`src/rtl/bp_cfg_sequencer.sv`:
```
// Boot-time config-bus master: walks an (addr, data) table and writes every entry to
// every core over a valid/ready cfg link, once per start_i.
// Optional feature: define BP_CFG_SEQ_BROADCAST_EN to issue each entry once to the
// broadcast core id (all-ones) instead of looping over cores.
module bp_cfg_sequencer #(
  parameter int unsigned num_core_p       = 1,
  parameter int unsigned cfg_core_width_p = 8,
  parameter int unsigned cfg_addr_width_p = 16,
  parameter int unsigned cfg_data_width_p = 32,
  parameter int unsigned num_cfg_els_p    = 16,
  localparam int unsigned IdxW = (num_cfg_els_p > 1) ? $clog2(num_cfg_els_p) : 1,
  localparam int unsigned RomW = cfg_addr_width_p + cfg_data_width_p
) (
  input  logic                        clk_i,
  input  logic                        reset_n_i,
  input  logic                        start_i,
  output logic [IdxW-1:0]             rom_idx_o,
  input  logic [RomW-1:0]             rom_data_i,
  output logic                        cfg_v_o,
  output logic [cfg_core_width_p-1:0] cfg_core_o,
  output logic [cfg_addr_width_p-1:0] cfg_addr_o,
  output logic [cfg_data_width_p-1:0] cfg_data_o,
  input  logic                        cfg_ready_i,
  output logic                        busy_o,
  output logic                        done_o
);

  typedef enum logic [1:0] {StIdle, StIssue, StDone} state_e;

  state_e                      state_q;
  logic [IdxW-1:0]             ent_q;
  logic [cfg_core_width_p-1:0] core_q;
  // Set once the final table entry of the final core has been fetched; the sequence
  // then only has to drain the beat currently held on the link.
  logic                        fetched_all_q;
  logic                        v_q;
  logic [cfg_core_width_p-1:0] core_out_q;
  logic [cfg_addr_width_p-1:0] addr_q;
  logic [cfg_data_width_p-1:0] data_q;
  logic                        busy_q;
  logic                        done_q;

  logic [cfg_addr_width_p-1:0] rom_addr;
  logic [cfg_data_width_p-1:0] rom_data;
  logic                        is_term;
  logic                        last_ent;
  logic                        last_core;
  logic [cfg_core_width_p-1:0] core_id;
  logic                        can_load;
  logic                        start_ok;
  logic                        do_fetch;

  assign rom_idx_o = ent_q;

  // Decode the entry currently addressed by the table index.
  always_comb begin
    rom_addr = rom_data_i[RomW-1 -: cfg_addr_width_p];
    rom_data = rom_data_i[cfg_data_width_p-1:0];
    is_term  = &rom_addr;
    last_ent = (ent_q == IdxW'(num_cfg_els_p - 1));
`ifdef BP_CFG_SEQ_BROADCAST_EN
    last_core = 1'b1;
    core_id   = '1;
`else
    last_core = (core_q == cfg_core_width_p'(num_core_p - 1));
    core_id   = core_q;
`endif
  end

  // Fetch a new entry when starting, or in ISSUE once the output slot is free.
  always_comb begin
    can_load = ~v_q | cfg_ready_i;
    start_ok = ((state_q == StIdle) || (state_q == StDone)) && start_i;
    do_fetch = start_ok || ((state_q == StIssue) && can_load && !fetched_all_q);
  end

  // Sequencer FSM with registered link outputs and status flags.
  always_ff @(posedge clk_i) begin
    if (!reset_n_i) begin
      state_q       <= StIdle;
      ent_q         <= '0;
      core_q        <= '0;
      fetched_all_q <= 1'b0;
      v_q           <= 1'b0;
      core_out_q    <= '0;
      addr_q        <= '0;
      data_q        <= '0;
      busy_q        <= 1'b0;
      done_q        <= 1'b0;
    end else begin
      case (state_q)
        StIdle, StDone: begin
          if (start_i) begin
            state_q       <= StIssue;
            busy_q        <= 1'b1;
            done_q        <= 1'b0;
            fetched_all_q <= 1'b0;
          end
        end
        StIssue: begin
          // Last beat accepted (or only a terminator bubble pending): finish.
          if (can_load && fetched_all_q) begin
            state_q       <= StDone;
            busy_q        <= 1'b0;
            done_q        <= 1'b1;
            v_q           <= 1'b0;
            fetched_all_q <= 1'b0;
          end
        end
        default: begin
          state_q <= StIdle;
          busy_q  <= 1'b0;
          done_q  <= 1'b0;
          v_q     <= 1'b0;
        end
      endcase

      if (do_fetch) begin
        // A terminator is not issued; it leaves a one-cycle bubble on the link.
        v_q <= ~is_term;
        if (!is_term) begin
          core_out_q <= core_id;
          addr_q     <= rom_addr;
          data_q     <= rom_data;
        end
        if (is_term || last_ent) begin
          ent_q <= '0;
          if (last_core) begin
            core_q        <= '0;
            fetched_all_q <= 1'b1;
          end else begin
            core_q <= core_q + 1'b1;
          end
        end else begin
          ent_q <= ent_q + 1'b1;
        end
      end
    end
  end

  assign cfg_v_o    = v_q;
  assign cfg_core_o = core_out_q;
  assign cfg_addr_o = addr_q;
  assign cfg_data_o = data_q;
  assign busy_o     = busy_q;
  assign done_o     = done_q;

endmodule
```
`config.mk`:
```
export PLATFORM = sky130hd
export DESIGN_NAME = bp_cfg_sequencer
export DESIGN_NICKNAME = d
export VERILOG_FILES = /design/src/rtl/bp_cfg_sequencer.sv
export SDC_FILE = /design/constraint.sdc
export NUM_CORES = 1
export LEC_CHECK = 0
export BUFFER_PORTS_ARGS = -buffer_cell sky130_fd_sc_hd__clkbuf_2
export CAP_MARGIN = 20
export CORE_UTILIZATION = 49
export DETAILED_ROUTE_END_ITERATION = 6
export PLACE_DENSITY = 0.9
export SKIP_LAST_GASP = 1
export SYNTH_ARGS = -nofsm -noshare
export SYNTH_HDL_FRONTEND = slang
export SYNTH_SLANG_ARGS = --single-unit
```
`constraint.sdc`:
```
create_clock -name clk_i -period 1.7 [get_ports clk_i]
set_input_delay 0.085 -clock clk_i [delete_from_list [all_inputs] [get_ports clk_i]]
set_output_delay 0.085 -clock clk_i [all_outputs]
set_load 0.005 [all_outputs]
```
; ---- After elaboration in Yosys (flattened, before gate mapping)
; Cells that the tools add are included.
[word_totals]
ff_bits = 74
inputBits = 52
output_inout_bits = 63
[classes]
n_eq_ne = 7
muxes = 19
bitwise_logic = 3
n_reduce_logical = 16
addsub = 2
[ops]
columns = operator, n
row1 = AND reduction 16 bit, 1
row2 = two-way mux 1 bit, 10
row3 = adder 8 x 1 -> 8 bit (second input constant), 1
row4 = zero test 8 bit, 1
row5 = two-way mux 8 bit, 1
row6 = one-hot mux 1 bit (2 select lines), 4
row7 = AND reduction 2 bit, 4
row8 = adder 4 x 1 -> 4 bit (second input constant), 1
row9 = == test 4 bit (second input constant), 1
row10 = logical AND 1 bit, 4
row11 = two-way mux 2 bit, 2
row12 = two-way mux 4 bit, 1
row13 = != test 2 bit (second input constant), 2
row14 = one-hot mux 2 bit (2 select lines), 1
row15 = logical OR 1 bit, 3
row16 = != test 3 x 2 -> 1 bit (second input constant), 1
row17 = == test 2 x 1 -> 1 bit (second input constant), 1
row18 = == test 2 bit (second input constant), 1
row19 = zero test 2 bit, 1
row20 = != test 2 x 1 -> 1 bit (second input constant), 1
row21 = inverter 1 bit, 2
row22 = OR reduction 2 bit, 1
row23 = zero test 1 bit, 1
row24 = OR 1 bit, 1

; ---- Longest topological paths before layout
[logic_depth]
depth_word = 8
depth_mapped = 6

; ---- Worst setup path after synthesis
; No wires, ideal clock.
[synth_timing]
kind = register to register
startpoint = register state_q[1]
endpoint = register core_q[6] (netlist: core_id[6])
setup_time_ns = 0.135
period_less_slack_ns = 1.561
path_stages_with_launch = 7
t_required_ns = 1.565
arrival_ns = 1.425
n_path_buf = 2
path_slack_ns = 0.139
path_cell_list = dfxtp_1 > nand2b_1 > o31a_1 > buf_2 > buf_1 > a221oi_1 > o32ai_1
[synth_between]
elab_chain_cells = 5
word_cells_on_any_way = 9
cone_classes = 2 x eq/ne / 7 x reduce/logical
[synth_lines]
columns = element, line
row1 = "start, declared", 30  ; state_e state_q;
row2 = "start signal, assigned", 80  ; state_q <= StIdle;
row3 = "start signal, assigned", 94  ; state_q <= StIssue;
row4 = "start signal, assigned", 103  ; state_q <= StDone;
row5 = "== test 2 bit, or another cell as far along", 73  ; start_ok = ((state_q == StIdle) || (state_q == StDone)) && start_i;
row6 = logical OR 1 bit or logical AND 1 bit (tied branches), "73, 74"
row7 = "logical AND 1 bit, on equally long branches", "73, 74"
row8 = logical OR 1 bit (*), 74  ; do_fetch = start_ok || ((state_q == StIssue) && can_load && !fetched_all_q);
row9 = AND reduction 2 bit (no line) (*), --
row10 = "end signal, assigned", 132  ; core_q <= core_q + 1'b1;
row11 = "end, declared", 32  ; logic [cfg_core_width_p-1:0] core_q;
; Mark *: on every way between the ends. The rest lies on a longest branch, timed or not.
; A chain may end at the register's enable or synchronous reset.

; ---- Final worst setup path
[layout_timing]
startpoint = register v_q (netlist: cfg_v_o)
endpoint = register core_q[1] (netlist: core_id[1])
[layout_between]
elab_chain_cells = 6
[layout_lines]
columns = element, line
row1 = "start, declared", 36  ; logic v_q;
row2 = "start signal, assigned", 120  ; v_q <= ~is_term;
row3 = inverter 1 bit, 72  ; can_load = ~v_q | cfg_ready_i;
row4 = OR 1 bit, 72
row5 = logical AND 1 bit (2 in a row), 74
row6 = logical OR 1 bit, 74
row7 = AND reduction 2 bit (no line), --
; No other way between the ends.

==> flow_summary.yaml <==
outcome:
  outcome: "finished, final reports clean"
clock_network:
  clk_path_buf_depth: 2
  path_clk_slew_ps: 70
  cts_root_buffer: "clkbuf_8"
  cts_sinks: 73
  numCtsBuffers: 9
  ctsHtreeMaxLevel: 3
  cts_tree: "yes"
  worstSkewPairLatency_ps: 340
routing:
  avgRoutedWirePerCell_um: 15.37
  vias: 3450
  vias_per_cell: 5.702
  first_pass_iters: 4
  drt_iter0_drc: 220
  drc: 0
  postRouteAntennaNets: 0
  wl_mm: 9.297
die:
  rows: 28
  die_height_um: 80.61
  fp.coreArea_sq_um: 5956
  die_area_sq_um: 6498
  start_util_pct: 50.84
  die_w_um: 80.61
  io_pins: 115
sta:
  slew_headroom_pct: 63.26
  setup_viol: 0
  fin_ws_ps: 80.67
  clock_skew_ps: 9.604
  drv_slew: 0
  hold_viol: 0
  worst-slew-pin-transition_ps: 548.7
  period_share_pct: 95.25
  fmax_mhz: 617.5
  rsz0062_at_grt: "yes"
  min_period_ps: 1619
synthesis:
  synthFlopType: "dfxtp_1"
  avgSynthCellArea_sq_um: 8.250
  synth_area_sq_um: 3028
  ys_types: 39
  synthTopCellsByArea: "dfxtp_1, nand3_1, a21oi_1, o21ai_0, clkbuf_1"
  synth_nets: 422
  synth_top_area_share_pct: 48.26
  synth-seq-cells: 73
  synthArstFlopShare_pct: 0
  yosys_warnings: 0
  synth-edff-count: 0
  ys_seq_area_share_pct: 48.26
  synth_area_leader_cell: "dfxtp_1"
  syn_inst: 367
flow_run:
  drv_cap: 0
critical_path:
  r2r-end: "core_id[1]"
  cp.required_ps: 1960
  path_class: "reg2reg"
  cp-startpoint: "cfg_v_o"
  crit_end: "core_id[1]"
  startpoint_type: "flip-flop"
  endpoint_kind: "flip-flop"
  cp_max_fo: 22
  arrival_ps: 1880
  worst-r2r-setup-slack_ps: 80
  rr_worst_depth: 5
  rr_startpoint: "cfg_v_o"
final_layout:
  fin_util_pct: 75.61
  drive_gt1_share_pct: 32.08
  finish.instance_area_sq_um: 4503
  multiInputGateArea_sq_um: 1455
  fillers: 445
  layoutNonFillerInstCount: 605
  fin_nets: 580
  syn_to_final_growth_pct: 48.72
  ff_latch_area_sq_um: 1465
  diodes: 0
grt:
  antenna_found_initial: 0
  grt_max_degree: 59
  grt_pass1_vias: 3312
  gr-total-overflow: 0
  grt_usage_pct: 29.07
  grt_pass1_wl_mm: 14.61
worst_hold_path:
  hold_path_class: "in2reg"
  hold_start: "rom_data_i[31]"
power:
  p_leak_nw: 1.908
  peakVddDrop_mv: 0.6777
  powerDensity_nw_per_um2: 939.9
placement:
  place_inst: 544
  portBuffers: 114
  place_area_sq_um: 3751
  place_congestion: 0.8060
  dp_hpwl_mm: 5.382
  dp_slack_ps: -119.8
[cells by family after synthesis]
kind of cell    share of synthesized area, %
mux                                   0.9918
xor+xnor                              0.2893
compound gates                         25.54
buf+inv                                5.455
fa+ha+maj                              1.240
flops                                  48.26
simple gates                           18.22
[synth_stat cells, drive strengths merged, types with 2 or more instances]
master / count
ha: 3
nand4: 5
a22oi: 2
dfxtp: 73
o32ai: 2
a21oi: 60
nand3: 62
nand2: 12
buf: 12
or3: 3
nor2: 6
inv: 5
a221oi: 4
mux2i: 3
clkbuf: 23
nand2b: 5
o21ai: 60
nor3: 4
a211oi: 4
o22ai: 4
[flip-flops by register name, summed over array words and instances (netlist names)]
register and cells:
cfg_v_o 1, busy_o 1, cfg_addr_o 16, rom_idx_o 4, cfg_data_o 32, state_q 2
cfg_core_o 8, core_id 8, fetched_all_q 1
[repair_timing]
action,in CTS,in global routing
setup endpoints to repair,1,19
buffers inserted,0,1
endpoints found under the hold margin,44,0
pin swaps,0,4
hold buffers,44,0
gates resized for setup,1,10
[layer usage]
metal	vias up	share of wire, %	global-route usage, %
met1	1635	40	32.40
met3	14	7.1	7.500
met5	-	0	0
li1	1652	-	-
met2	149	52	52.20
met4	0	0.96	11.43
[worst max-delay path: stages (launching register included)]
cell and delay (ps):
dfxtp_1 310, nor2b_2 170, o31a_2 370, buf_4 230, a21oi_4 240, mux2i_1 220
[layout by cell type (no fill, tap or decap), types with 2 or more instances in the layout]
cell	instances
nand2_1	12
dfxtp_1	70
o21ai_1	6
buf_4	22
mux2i_1	3
dlygate4sd3_1	44
ha_1	3
clkbuf_2	114
a22oi_1	2
a211oi_1	3
a221oi_1	3
o21ai_0	54
or3_1	3
nor2_1	6
nand3_1	61
clkbuf_8	12
bufinv_16	3
o32ai_1	2
nand4_1	5
inv_2	2
nand2b_1	4
o22ai_1	4
inv_1	3
nor3_1	4
dfxtp_2	3
a21oi_1	59
[stage by stage]
stage	TNS (ps)	hold WS (ps)	power (W)
2_1_floorplan	0	229.7	0.002183
3_3_place_gp	-1126	320.9	0.002418
3_5_place_dp	-2474	326.8	0.002443
4_1_cts	0	5.346	0.004241
5_1_grt	-91.88	7.070	0.004417
6_report	0	20.57	0.004232
[power by group]
group / internal [W] / leakage, nW / switching [W] / total [W]
registers: 0.00182 / 0.600 / 0.0000591 / 0.00187
logic: 0.000307 / 1.18 / 0.000330 / 0.000638
clock network: 0.00110 / 0.129 / 0.000625 / 0.00172
[area by class of cell]
type	instances	share of cell area, %
clock buffer	12	3.668
clock inverter	4	2.167
inverter	5	0.4168
multi-input combinational	254	32.31
sequential	73	32.54
tap	75	2.084
timing repair buffer	182	26.81
[worst min path at each step]
| stage | to | slack (ps) | depth (start not counted) |
|---|---|---|---|
| after CTS | cfg_data_o[31] | 5 | 3 |
| after global placement | cfg_data_o[30] | 320 | 3 |
| after floorplan | state_q[0] | 230 | 2 |
| after global routing | cfg_data_o[3] | 7 | 3 |
| final | cfg_data_o[31] | 20 | 3 |
| after detailed placement | cfg_data_o[26] | 330 | 3 |
Power figures use the tool's default switching activity.
